==> src/rtl/pic_bus_if.sv <==
`default_nettype none
// ============================================================================
// Module      : pic_bus_if
// Description : CPU command/register interface for the programmable interrupt
//               controller. Detects write/read strobes, sequences the
//               ICW1..ICW4 initialisation, decodes OCW1..OCW3, holds IMR and
//               the ICW fields, and returns IRR/ISR/IMR on a registered read
//               path.
// Ports       : CLK, RST_N          clock, async active-low reset
//               CS_N, WR_N, RD_N   bus strobes (active low)
//               A0, DIN            register address bit and write data
//               IRR, ISR           request / in-service registers from core
//               DOUT, DOUT_EN      registered read data and drive enable
//               IMR                interrupt mask register
//               ICW_PULSE          one-cycle strobe per accepted ICW1..ICW4
//               OCW_PULSE          one-cycle strobe per accepted OCW1..OCW3
//               LTIM, SNGL         ICW1 fields
//               VEC_BASE           ICW2 vector base
//               CASC_CFG           ICW3 contents
//               ICW4_REG, OCW2_REG ICW4 low bits, last OCW2 byte
//               INIT_DONE          initialisation complete
// Revision    : 1.0 - initial release
// ============================================================================
module pic_bus_if #(
    parameter int DATA_W     = 8,
    parameter bit CASCADE_EN = 1'b1
) (
    input  logic              CLK,
    input  logic              RST_N,
    input  logic              CS_N,
    input  logic              WR_N,
    input  logic              RD_N,
    input  logic              A0,
    input  logic [DATA_W-1:0] DIN,
    input  logic [DATA_W-1:0] IRR,
    input  logic [DATA_W-1:0] ISR,
    output logic [DATA_W-1:0] DOUT,
    output logic              DOUT_EN,
    output logic [DATA_W-1:0] IMR,
    output logic [3:0]        ICW_PULSE,
    output logic [2:0]        OCW_PULSE,
    output logic              LTIM,
    output logic              SNGL,
    output logic [DATA_W-4:0] VEC_BASE,
    output logic [DATA_W-1:0] CASC_CFG,
    output logic [4:0]        ICW4_REG,
    output logic [7:0]        OCW2_REG,
    output logic              INIT_DONE
);

    typedef enum logic [2:0] {
        ST_IDLE      = 3'd0,
        ST_WAIT_ICW2 = 3'd1,
        ST_WAIT_ICW3 = 3'd2,
        ST_WAIT_ICW4 = 3'd3,
        ST_READY     = 3'd4
    } state_t;

    state_t              state_q,     state_d;
    logic                wr_n_q,      rd_n_q;
    logic [DATA_W-1:0]   imr_q,       imr_d;
    logic                init_done_q, init_done_d;
    logic                ltim_q,      ltim_d;
    logic                sngl_q,      sngl_d;
    logic                ic4_q,       ic4_d;
    logic [DATA_W-4:0]   vec_base_q,  vec_base_d;
    logic [DATA_W-1:0]   casc_cfg_q,  casc_cfg_d;
    logic [4:0]          icw4_reg_q,  icw4_reg_d;
    logic [7:0]          ocw2_reg_q,  ocw2_reg_d;
    logic                rd_sel_q,    rd_sel_d;    // 0 = IRR, 1 = ISR
    logic [3:0]          icw_pulse_q, icw_pulse_d;
    logic [2:0]          ocw_pulse_q, ocw_pulse_d;
    logic [DATA_W-1:0]   dout_q,      dout_d;
    logic                dout_en_q,   dout_en_d;

    logic wr_accept;
    logic rd_accept;
    logic is_icw1;

    // Falling edge of a strobe while selected. The read is suppressed when a
    // write edge lands on the same cycle. Because the edge is taken against
    // the registered strobe, deselecting mid-strobe cannot re-trigger.
    assign wr_accept = ~CS_N & ~WR_N & wr_n_q;
    assign rd_accept = ~CS_N & ~RD_N & rd_n_q & ~wr_accept;
    assign is_icw1   = ~A0 & DIN[4];

    always_comb begin
        state_d     = state_q;
        imr_d       = imr_q;
        init_done_d = init_done_q;
        ltim_d      = ltim_q;
        sngl_d      = sngl_q;
        ic4_d       = ic4_q;
        vec_base_d  = vec_base_q;
        casc_cfg_d  = casc_cfg_q;
        icw4_reg_d  = icw4_reg_q;
        ocw2_reg_d  = ocw2_reg_q;
        rd_sel_d    = rd_sel_q;
        icw_pulse_d = 4'b0000;
        ocw_pulse_d = 3'b000;

        if (wr_accept) begin
            if (is_icw1) begin
                // ICW1 restarts initialisation from any state.
                ltim_d      = DIN[3];
                sngl_d      = CASCADE_EN ? DIN[1] : 1'b1;
                ic4_d       = DIN[0];
                imr_d       = '0;
                init_done_d = 1'b0;
                rd_sel_d    = 1'b0;
                icw_pulse_d = 4'b0001;
                state_d     = ST_WAIT_ICW2;
            end else begin
                case (state_q)
                    ST_WAIT_ICW2: if (A0) begin
                        vec_base_d  = DIN[DATA_W-1:3];
                        icw_pulse_d = 4'b0010;
                        if (!sngl_q) begin
                            state_d = ST_WAIT_ICW3;
                        end else if (ic4_q) begin
                            state_d = ST_WAIT_ICW4;
                        end else begin
                            icw4_reg_d  = 5'd0;
                            init_done_d = 1'b1;
                            state_d     = ST_READY;
                        end
                    end
                    ST_WAIT_ICW3: if (A0) begin
                        casc_cfg_d  = DIN;
                        icw_pulse_d = 4'b0100;
                        if (ic4_q) begin
                            state_d = ST_WAIT_ICW4;
                        end else begin
                            icw4_reg_d  = 5'd0;
                            init_done_d = 1'b1;
                            state_d     = ST_READY;
                        end
                    end
                    ST_WAIT_ICW4: if (A0) begin
                        icw4_reg_d  = DIN[4:0];
                        icw_pulse_d = 4'b1000;
                        init_done_d = 1'b1;
                        state_d     = ST_READY;
                    end
                    ST_READY: begin
                        if (A0) begin
                            imr_d       = DIN;
                            ocw_pulse_d = 3'b001;
                        end else if (DIN[4:3] == 2'b00) begin
                            ocw2_reg_d  = DIN[7:0];
                            ocw_pulse_d = 3'b010;
                        end else begin
                            // DIN[4]=1 was taken as ICW1, so this is OCW3.
                            ocw_pulse_d = 3'b100;
                            if (DIN[1]) begin
                                rd_sel_d = DIN[0];
                            end
                        end
                    end
                    default: ; // IDLE: only ICW1 is meaningful
                endcase
            end
        end
    end

    always_comb begin
        dout_d = dout_q;
        if (rd_accept) begin
            dout_d = A0 ? imr_q : (rd_sel_q ? ISR : IRR);
        end
        // Enable rises with the data load and holds while the read strobe
        // and chip select stay asserted.
        dout_en_d = rd_accept | (dout_en_q & ~CS_N & ~RD_N);
    end

    always_ff @(posedge CLK or negedge RST_N) begin
        if (!RST_N) begin
            state_q     <= ST_IDLE;
            wr_n_q      <= 1'b1;
            rd_n_q      <= 1'b1;
            imr_q       <= '0;
            init_done_q <= 1'b0;
            ltim_q      <= 1'b0;
            sngl_q      <= 1'b1;
            ic4_q       <= 1'b0;
            vec_base_q  <= '0;
            casc_cfg_q  <= '0;
            icw4_reg_q  <= 5'd0;
            ocw2_reg_q  <= 8'd0;
            rd_sel_q    <= 1'b0;
            icw_pulse_q <= 4'b0000;
            ocw_pulse_q <= 3'b000;
            dout_q      <= '0;
            dout_en_q   <= 1'b0;
        end else begin
            state_q     <= state_d;
            wr_n_q      <= WR_N;
            rd_n_q      <= RD_N;
            imr_q       <= imr_d;
            init_done_q <= init_done_d;
            ltim_q      <= ltim_d;
            sngl_q      <= sngl_d;
            ic4_q       <= ic4_d;
            vec_base_q  <= vec_base_d;
            casc_cfg_q  <= casc_cfg_d;
            icw4_reg_q  <= icw4_reg_d;
            ocw2_reg_q  <= ocw2_reg_d;
            rd_sel_q    <= rd_sel_d;
            icw_pulse_q <= icw_pulse_d;
            ocw_pulse_q <= ocw_pulse_d;
            dout_q      <= dout_d;
            dout_en_q   <= dout_en_d;
        end
    end

    assign DOUT      = dout_q;
    assign DOUT_EN   = dout_en_q;
    assign IMR       = imr_q;
    assign ICW_PULSE = icw_pulse_q;
    assign OCW_PULSE = ocw_pulse_q;
    assign LTIM      = ltim_q;
    assign SNGL      = sngl_q;
    assign VEC_BASE  = vec_base_q;
    assign CASC_CFG  = casc_cfg_q;
    assign ICW4_REG  = icw4_reg_q;
    assign OCW2_REG  = ocw2_reg_q;
    assign INIT_DONE = init_done_q;

endmodule
`default_nettype wire

==> config.mk <==
export PLATFORM = sky130hd
export DESIGN_NAME = pic_bus_if
export DESIGN_NICKNAME = d
export VERILOG_FILES = /design/src/rtl/pic_bus_if.sv
export SDC_FILE = /design/constraint.sdc
export NUM_CORES = 1
export LEC_CHECK = 0
export BUFFER_PORTS_ARGS = -buffer_cell sky130_fd_sc_hd__buf_2
export CORE_MARGIN = 4
export CORE_UTILIZATION = 40
export DETAILED_ROUTE_END_ITERATION = 8
export PLACE_DENSITY = 0.67
export SYNTH_ARGS = -nofsm -noshare
export SYNTH_HDL_FRONTEND = slang
export SYNTH_SLANG_ARGS = --single-unit
==> constraint.sdc <==
create_clock -name CLK -period 2.4 [get_ports CLK]
set_input_delay 0.12 -clock CLK [delete_from_list [all_inputs] [get_ports CLK]]
set_output_delay 0.12 -clock CLK [all_outputs]
set_load 0.01 [all_outputs]
After elaboration in Yosys (flattened, before gate mapping) --
Cells that the tools add are included.
Storage, ports and cells: flip-flop bits (word level) 60, memories kept 0, bits in writable memories 0, word-level logic and storage cells 102, output and inout port bits 53, latch bits 0, memory bits (read-only) 0
Operators by class: div/mod/pow operators 0, magnitude comparators 0, multipliers 0, reductions and logical operators 15, equal/unequal tests 14, shift operators 0, bitwise gates (word level) 15, mux-type cells 41, add/subtract/negate cells 0
Operator list (count):
- two-way mux 8 bit | 5
- two-way mux 3 bit | 12
- two-way mux 5 bit | 5
- one-hot mux 5 bit (3 select lines) | 1
- AND reduction 5 bit | 3
- two-way mux 4 bit | 3
- inequality test 3 bit, second input constant | 4
- one-hot mux 4 bit (3 select lines) | 1
- two-way mux 1 bit | 11
- inequality test 2 bit, second input constant | 5
- one-hot mux 3 bit (3 select lines) | 1
- AND 1 bit | 8
- AND reduction 4 bit | 2
- AND reduction 7 bit | 1
- equality test 3 x 2 -> 1 bit, second input constant | 2
- inverter 1 bit | 6
- AND reduction 6 bit | 1
- nonzero test 2 bit | 3
- nonzero test 4 bit | 1
- equality test 3 x 1 -> 1 bit, second input constant | 1
- equality test 3 bit, second input constant | 1
- one-hot mux 1 bit (3 select lines) | 1
- AND reduction 3 bit | 1
- nonzero test 3 bit | 1
- 5 further kinds | 5

Longest topological paths before layout --
Gate-level depths: netlist of the first run.
word-level depth 6, mapped depth 6

Least setup slack after synthesis of the first run --
OpenSTA, ideal clock, no wires.
path kind reg2reg, start point reg wr_n_q, end point reg ocw2_reg_q[0], in the netlist OCW2_REG[0], path slack 691 ps, required time 2275 ps, cell stages (with the launch flop) 5, data arrival time 1584 ps, clock period less this slack 1709 ps, buffers on the path 0, cells stage by stage dfstp_2 -> nor3b_4 -> nand2_1 -> nor4_4 -> mux2_2
On the way: longest elaborated chain between the ends 2
RTL lines:
- start: declaration | line 60 | logic wr_n_q, rd_n_q;
- start signal: assignment | line 179 | wr_n_q <= 1'b1;
- start signal: assignment | line 197 | wr_n_q <= WR_N;
- AND 1 bit | line 83 | assign wr_accept = ~CS_N & ~WR_N & wr_n_q;
- AND reduction 5 bit (no line)
- end signal: assignment | line 207 | ocw2_reg_q <= ocw2_reg_d;
- end: declaration | line 69 | logic [7:0] ocw2_reg_q, ocw2_reg_d;
Every way passes these cells. A chain may end at the register's enable or synchronous reset.

Worst setup path after layout of the first run --
start point reg wr_n_q, end point reg icw4_reg_q[0], in the netlist ICW4_REG[0]
On the way: longest elaborated chain between the ends 2
RTL lines:
- AND 1 bit | line 83
- AND reduction 7 bit (no line)
- end signal: assignment | line 206 | icw4_reg_q <= icw4_reg_d;
- end: declaration | line 68 | logic [4:0] icw4_reg_q, icw4_reg_d;
Every way passes these cells.

==> impl_metrics.yaml, run 1 <==
layout:
  filler_cell_count_in_the_final_layout: 552
  layout_utilization: 0.546
  diodes: 0
  layout_common_cells: "sky130_fd_sc_hd__buf_2, sky130_fd_sc_hd__dfrtp_1, sky130_fd_sc_hd__nand2_1"
  post_route_cells_drive_above_1_share: 0.464
  area_growth_pct: 29.1
  nNetsFinal: 327
  layout_commonest_cell: "sky130_fd_sc_hd__buf_2"
pwr:
  cellInternalPower_mw: 2.16
  max-vdd-ir-drop_mv: 0.508
  comb_power_share: 0.208
  power.switching_mw: 0.868
  p_total_mw: 3.03
  power.clock.fraction: 0.350
  power.static_leakage_nw: 1.77
  powerDensity_mw_per_mm2: 910
  sequentialPowerShare: 0.442
  switching_share: 0.286
logic_synthesis:
  synthCells: 209
  synthesis.area_per_instance_um2: 12.3
  ys.warnings.count: 0
  yosysSeqAreaShare: 0.583
  yosys_register_bits: 60
  mappedNetlistNets: 239
  synth.lib_cells_used.distinct: 36
  synth.cell_area_mm2: 0.00258
die:
  fp-row-count: 28
  num_io_pins: 83
  fp.coreArea_mm2: 0.00610
  die_x_um: 88.3
  area_enclosed_by_the_die_boundary_mm2: 0.00780
  die_height_um: 88.3
  floorplan.initialDensity: 0.423
worst_setup_path:
  critical_path_required_ns: 2.62
  critical-path-max-stage-delay_ns: 0.54
  cp_cell_sequence: "nor3b_4, and3_1, o21ai_0, a22o_1"
  crit_arrival_ns: 2.21
  cp_num_cells: 4
  worst_r2r_path_depth: 4
  cp-end-kind: "flip-flop"
  critical-path-top-delay-family: "simple AND/OR/NAND/NOR gates"
  worstSetupStartpointType: "flip-flop"
  r2r_end: "ICW4_REG[0]"
  crit_type: "reg -> reg"
  worst-r2r-setup-slack_ns: 0.41
  worst_r2r_startpoint: "wr_n_q"
  worst_path_max_delay_cell: "sky130_fd_sc_hd__dfstp_2"
  critical_path.max_fanout: 7
  worst-path-buf-inv: 0
clocking:
  insertion_delay_to_the_later_sink_of_the_worst_skew_pair_ns: 0.34
  cts_tree: "yes"
  ctsLongestPathBuffers: 2
  cts_buffers: 9
  cts.sinks: 60
  cts_post_setup_buffers_inserted: 0
  cts.reportedPaths.clkPinSlew_ns: 0.07
  cts.root.buffer_cell: "sky130_fd_sc_hd__clkbuf_8"
  cts_htree_levels: 3
timing:
  final-setup-viol-count: 0
  rsz0062_at_grt: "false"
  final.setup.tns_ns: 0
  fmax_ghz: 0.503
  tightestPinTransition_ns: 0.797
  finClkSkew_ns: 0.00848
  period_share: 0.828
  fin_worst_hold_slack_ns: 0.0270
  period_minus_slack_ns: 1.99
  finalMaxSlewViolations: 0
  timing.final.hold_violations: 0
  slew-limit-headroom: 0.469
worst_hold_path:
  whs_endpoint: "DOUT_EN"
  min-delay-start: "CS_N"
  hold_path_depth: 2
  worst_hold_path_type: "in -> reg"
routing:
  detailroute.via_count: 1912
  drt_iter0_drc: 101
  viasPerCell: 5.07
  route.detailed.wl_per_inst_um: 16.3
  drc_errors: 0
  router_iterations_before_antenna_repair: 4
  drt_wl_total_mm: 6.15
  antenna_violating_nets_post_route: 0
global_routing:
  grt_max_degree: 37
  first_global_vias: 1955
  grt_first_pass_wirelength_mm: 9.90
  track_usage: 0.170
  grt_antenna_before_repair: 0
  overflow: 0
status:
  status: "completed"
placed_design:
  dp_hpwl_mm: 4.34
  final_estimated_routing_congestion_in_global_placement: 0.830
  buffer_ports.inserted: 82
run:
  max-cap-violations: 0
## per-layer routing
layer,vias to the layer above,share of wire,GRT usage
met5,-,0,0
met4,0,0.021,0.0865
met3,11,0.065,0.0400
met2,59,0.46,0.263
met1,922,0.46,0.225
li1,920,-,-
## power by group through the flow
stage                     combinational (mW)  clock (mW)  sequential (mW)
after global placement                 0.624           0             1.35
after global routing                   0.698        1.14             1.37
after detailed placement               0.639           0             1.35
final                                  0.631        1.06             1.34
after CTS                              0.644        1.08             1.34
after floorplan                        0.321           0             1.39
## cells in the mapped netlist, drive strengths merged
cell,count,area (µm²)
dfrtp,57,1430
nand2,30,113
mux2,29,327
o21ai,14,70.1
clkbuf,9,33.8
mux2i,8,80.1
o221ai,8,70.1
inv,7,26.3
a22o,5,43.8
a21oi,4,20.0
and3,4,25.0
buf,4,22.5
nand3,4,32.5
dfstp,3,78.8
nor2b,3,18.8
a31oi,2,12.5
a32o,2,20.0
nor2,2,7.51
nor3b,2,31.3
nor4,2,27.5
nor4b,2,23.8
a2bb2oi,1,8.76
a32oi,1,8.76
and2b,1,7.51
nand2b,1,6.26
nand3b,1,20.0
nor3,1,5.00
o21a,1,7.51
o22ai,1,6.26
## cell families after synthesis
group           after synthesis  share of synthesized area
buf+inv                      20                     0.0320
simple gates                 53                      0.123
compound gates               39                      0.104
mux                          37                      0.158
flops                        60                      0.583
## state kept, by name, summed over array words and instances, names as in the netlist, 3 cells and up
signal and count:
CASC_CFG 8, OCW_PULSE 3, OCW2_REG 8, DOUT 8, state_q 3, IMR 8
VEC_BASE 5, ICW_PULSE 4, ICW4_REG 5
## worst reg2reg max path, cell delays in order (launching register included)
cell and delay, ns:
sky130_fd_sc_hd__dfstp_2 0.54, sky130_fd_sc_hd__nor3b_4 0.32, sky130_fd_sc_hd__and3_1 0.39, sky130_fd_sc_hd__o21ai_0 0.35, sky130_fd_sc_hd__a22o_1 0.28
## final cells by class
cell class / count / area (µm²) / area share
inverter: 7 / 26.3 / 0.00789
timing repair buffer: 90 / 478 / 0.144
clock buffer: 11 / 151 / 0.0455
tap: 75 / 93.8 / 0.0282
sequential: 60 / 1510 / 0.452
clock inverter: 5 / 83.8 / 0.0252
multi-input combinational: 129 / 992 / 0.298
## worst max-delay path by stage
| stage | end | from |
|---|---|---|
| after floorplan | OCW2_REG[0] | wr_n_q |
| after global placement | OCW2_REG[2] | wr_n_q |
| after detailed placement | OCW2_REG[0] | wr_n_q |
| after CTS | OCW2_REG[0] | wr_n_q |
| after global routing | ICW4_REG[3] | wr_n_q |
| final | ICW4_REG[0] | wr_n_q |
## through the flow
step                cell area [µm²]  instances  worst slack (ns)
floorplan                      2580        209             0.691
global placement               3070        358             0.474
detailed placement             3070        358             0.415
CTS                            3330        377             0.398
global route                   3330        377             0.294
finish                         3330        377             0.412
## timing repair
item	4_1_cts	5_1_grt
endpoints found under the hold margin	37	0
hold buffers	3	0
gates resized for setup	0	0
Power figures use the tool's default switching activity.
==> run 2: changes to the inputs <==
Settings changed: PLACE_DENSITY 0.67 to 0.7.
Clock period 2.4 ns to 1.8 ns, I/O delays scaled along.
==> run 2 against run 1 <==
Sequential share of layout area shrank 0.52 points. Non-clock buffer count rose by 5. Clock power up 24%. Fmax rose by 15%. Via count is 2.5% higher. Critical path depth increased by 1. Highest routed layer unchanged. Combinational power rose by 46%. Cell count increased by 1.3%. Global-route usage down 0.25 points. Hold slack better by 0.0063 ns.
==> impl_metrics.yaml, run 2 (synthesis gave the netlist of run 1 again) <==
status:
  status: "completed"
timing:
  finalMaxSlewViolations: 0
  finClkSkew_ns: 0.00750
  rsz0062_at_grt: "true"
  tightestPinTransition_ns: 0.740
  timing.final.hold_violations: 0
  fmax_ghz: 0.581
  final-setup-viol-count: 0
  final.setup.tns_ns: 0
  period_minus_slack_ns: 1.72
  period_share: 0.957
  minimum_setup_slack_in_the_final_design_ns: 0.0779
  slew-limit-headroom: 0.503
layout:
  area_growth_pct: 30.6
  post_route_cells_drive_above_1_share: 0.469
  diodes: 0
  layout_common_cells: "sky130_fd_sc_hd__buf_2, sky130_fd_sc_hd__dfrtp_1, sky130_fd_sc_hd__nand2_1"
  final_area_mm2: 0.00337
  layout_commonest_cell: "sky130_fd_sc_hd__buf_2"
  nNetsFinal: 332
worst_setup_path:
  critical-path-top-delay-family: "flip-flops"
  cp-end-kind: "flip-flop"
  worst-path-buf-inv: 1
  cp_cell_sequence: "nor3b_4, nand2_1, nor4_4, buf_6, mux2_2"
  worst_path_max_delay_cell: "sky130_fd_sc_hd__dfstp_2"
  critical_path_required_ns: 2.01
  critical_path.max_fanout: 8
  worstSetupStartpointType: "flip-flop"
  crit_arrival_ns: 1.93
  critical-path-max-stage-delay_ns: 0.54
  crit_type: "reg -> reg"
routing:
  detailroute.via_count: 1959
  router_iterations_before_antenna_repair: 4
  drc_errors: 0
  viasPerCell: 5.13
  antenna_violating_nets_post_route: 0
  route.detailed.wl_per_inst_um: 15.9
  drt_iter0_drc: 90
  drt_wl_total_mm: 6.07
pwr:
  powerDensity_mw_per_mm2: 1180
  p_total_mw: 3.98
  power.static_leakage_nw: 1.80
  max-vdd-ir-drop_mv: 0.624
clocking:
  cts_buffers: 9
  ctsLongestPathBuffers: 2
  cts_post_setup_buffers_inserted: 0
  cts.reportedPaths.clkPinSlew_ns: 0.07
  cts_tree: "yes"
  insertion_delay_to_the_later_sink_of_the_worst_skew_pair_ns: 0.33
  cts.root.buffer_cell: "sky130_fd_sc_hd__clkbuf_8"
  cts_htree_levels: 3
  cts.sinks: 60
die:
  fp-row-count: 28
  num_io_pins: 83
  die_height_um: 88.3
  die_x_um: 88.3
  fp.coreArea_mm2: 0.00610
  area_enclosed_by_the_die_boundary_mm2: 0.00780
  floorplan.initialDensity: 0.423
global_routing:
  first_global_vias: 2014
  grt_antenna_before_repair: 0
  grt_first_pass_wirelength_mm: 9.86
  overflow: 0
  grt_max_degree: 61
  track_usage: 0.168
run:
  max-cap-violations: 0
placed_design:
  dp_hpwl_mm: 4.27
  buffer_ports.inserted: 82
  final_estimated_routing_congestion_in_global_placement: 0.765
  placed_cell_area_mm2: 0.00311
  post-place-ws_ns: -0.0380
worst_hold_path:
  worst_hold_path_type: "in -> reg"
## run 2: per-layer routing
| metal | part of all wire | GRT usage |
|---|---|---|
| met5 | 0 | 0 |
| met3 | 0.081 | 0.0456 |
| met1 | 0.46 | 0.237 |
| met2 | 0.44 | 0.245 |
| met4 | 0.013 | 0.0701 |
## run 2: what timing repair did
| item | in CTS | in global routing |
|---|---|---|
| endpoints found under the hold margin | 60 | 0 |
| resized for setup | 1 | 2 |
| hold buffers | 4 | 0 |
| cloned | 0 | 0 |
| setup endpoints to repair | 5 | 24 |
## run 2: worst paths after layout
check	from	slack, ns	endpoint	depth (start not counted)
worst min register to register	OCW2_REG[3]	0.49	OCW2_REG[3]	1
worst min-delay path	DIN[5]	0.03	CASC_CFG[5]	2
min in group asynchronous	RST_N	0.31	OCW2_REG[3]	3
max in group asynchronous	RST_N	1.19	rd_n_q	3
worst max register to register	wr_n_q	0.08	OCW2_REG[6]	5
worst max-delay path	wr_n_q	0.08	OCW2_REG[6]	5
## run 2: layout make-up
type                            instances  area [µm²]
Sequential cell                        60        1510
Clock inverter                          5        75.1
Inverter                                7        26.3
Clock buffer                           11         141
Fill cell                             540        2730
Tap cell                               75        93.8
Timing Repair Buffer                   95         534
Multi-Input combinational cell        129         993
## run 2: power by group
| group | switching, mW | internal, mW |
|---|---|---|
| combinational | 0.466 | 0.457 |
| sequential | 0.138 | 1.60 |
| clock | 0.503 | 0.811 |
| total | 1.11 | 2.87 |
## run 2: stage by stage
step | std cells | util | hold WS (ns)
finish | 382 | 0.553 | 0.0333
global route | 382 | 0.553 | 0.0272
CTS | 382 | 0.552 | 0.0256
detailed placement | 362 | 0.510 | 0.125
global placement | 362 | 0.510 | 0.118
floorplan | 209 | - | -0.206
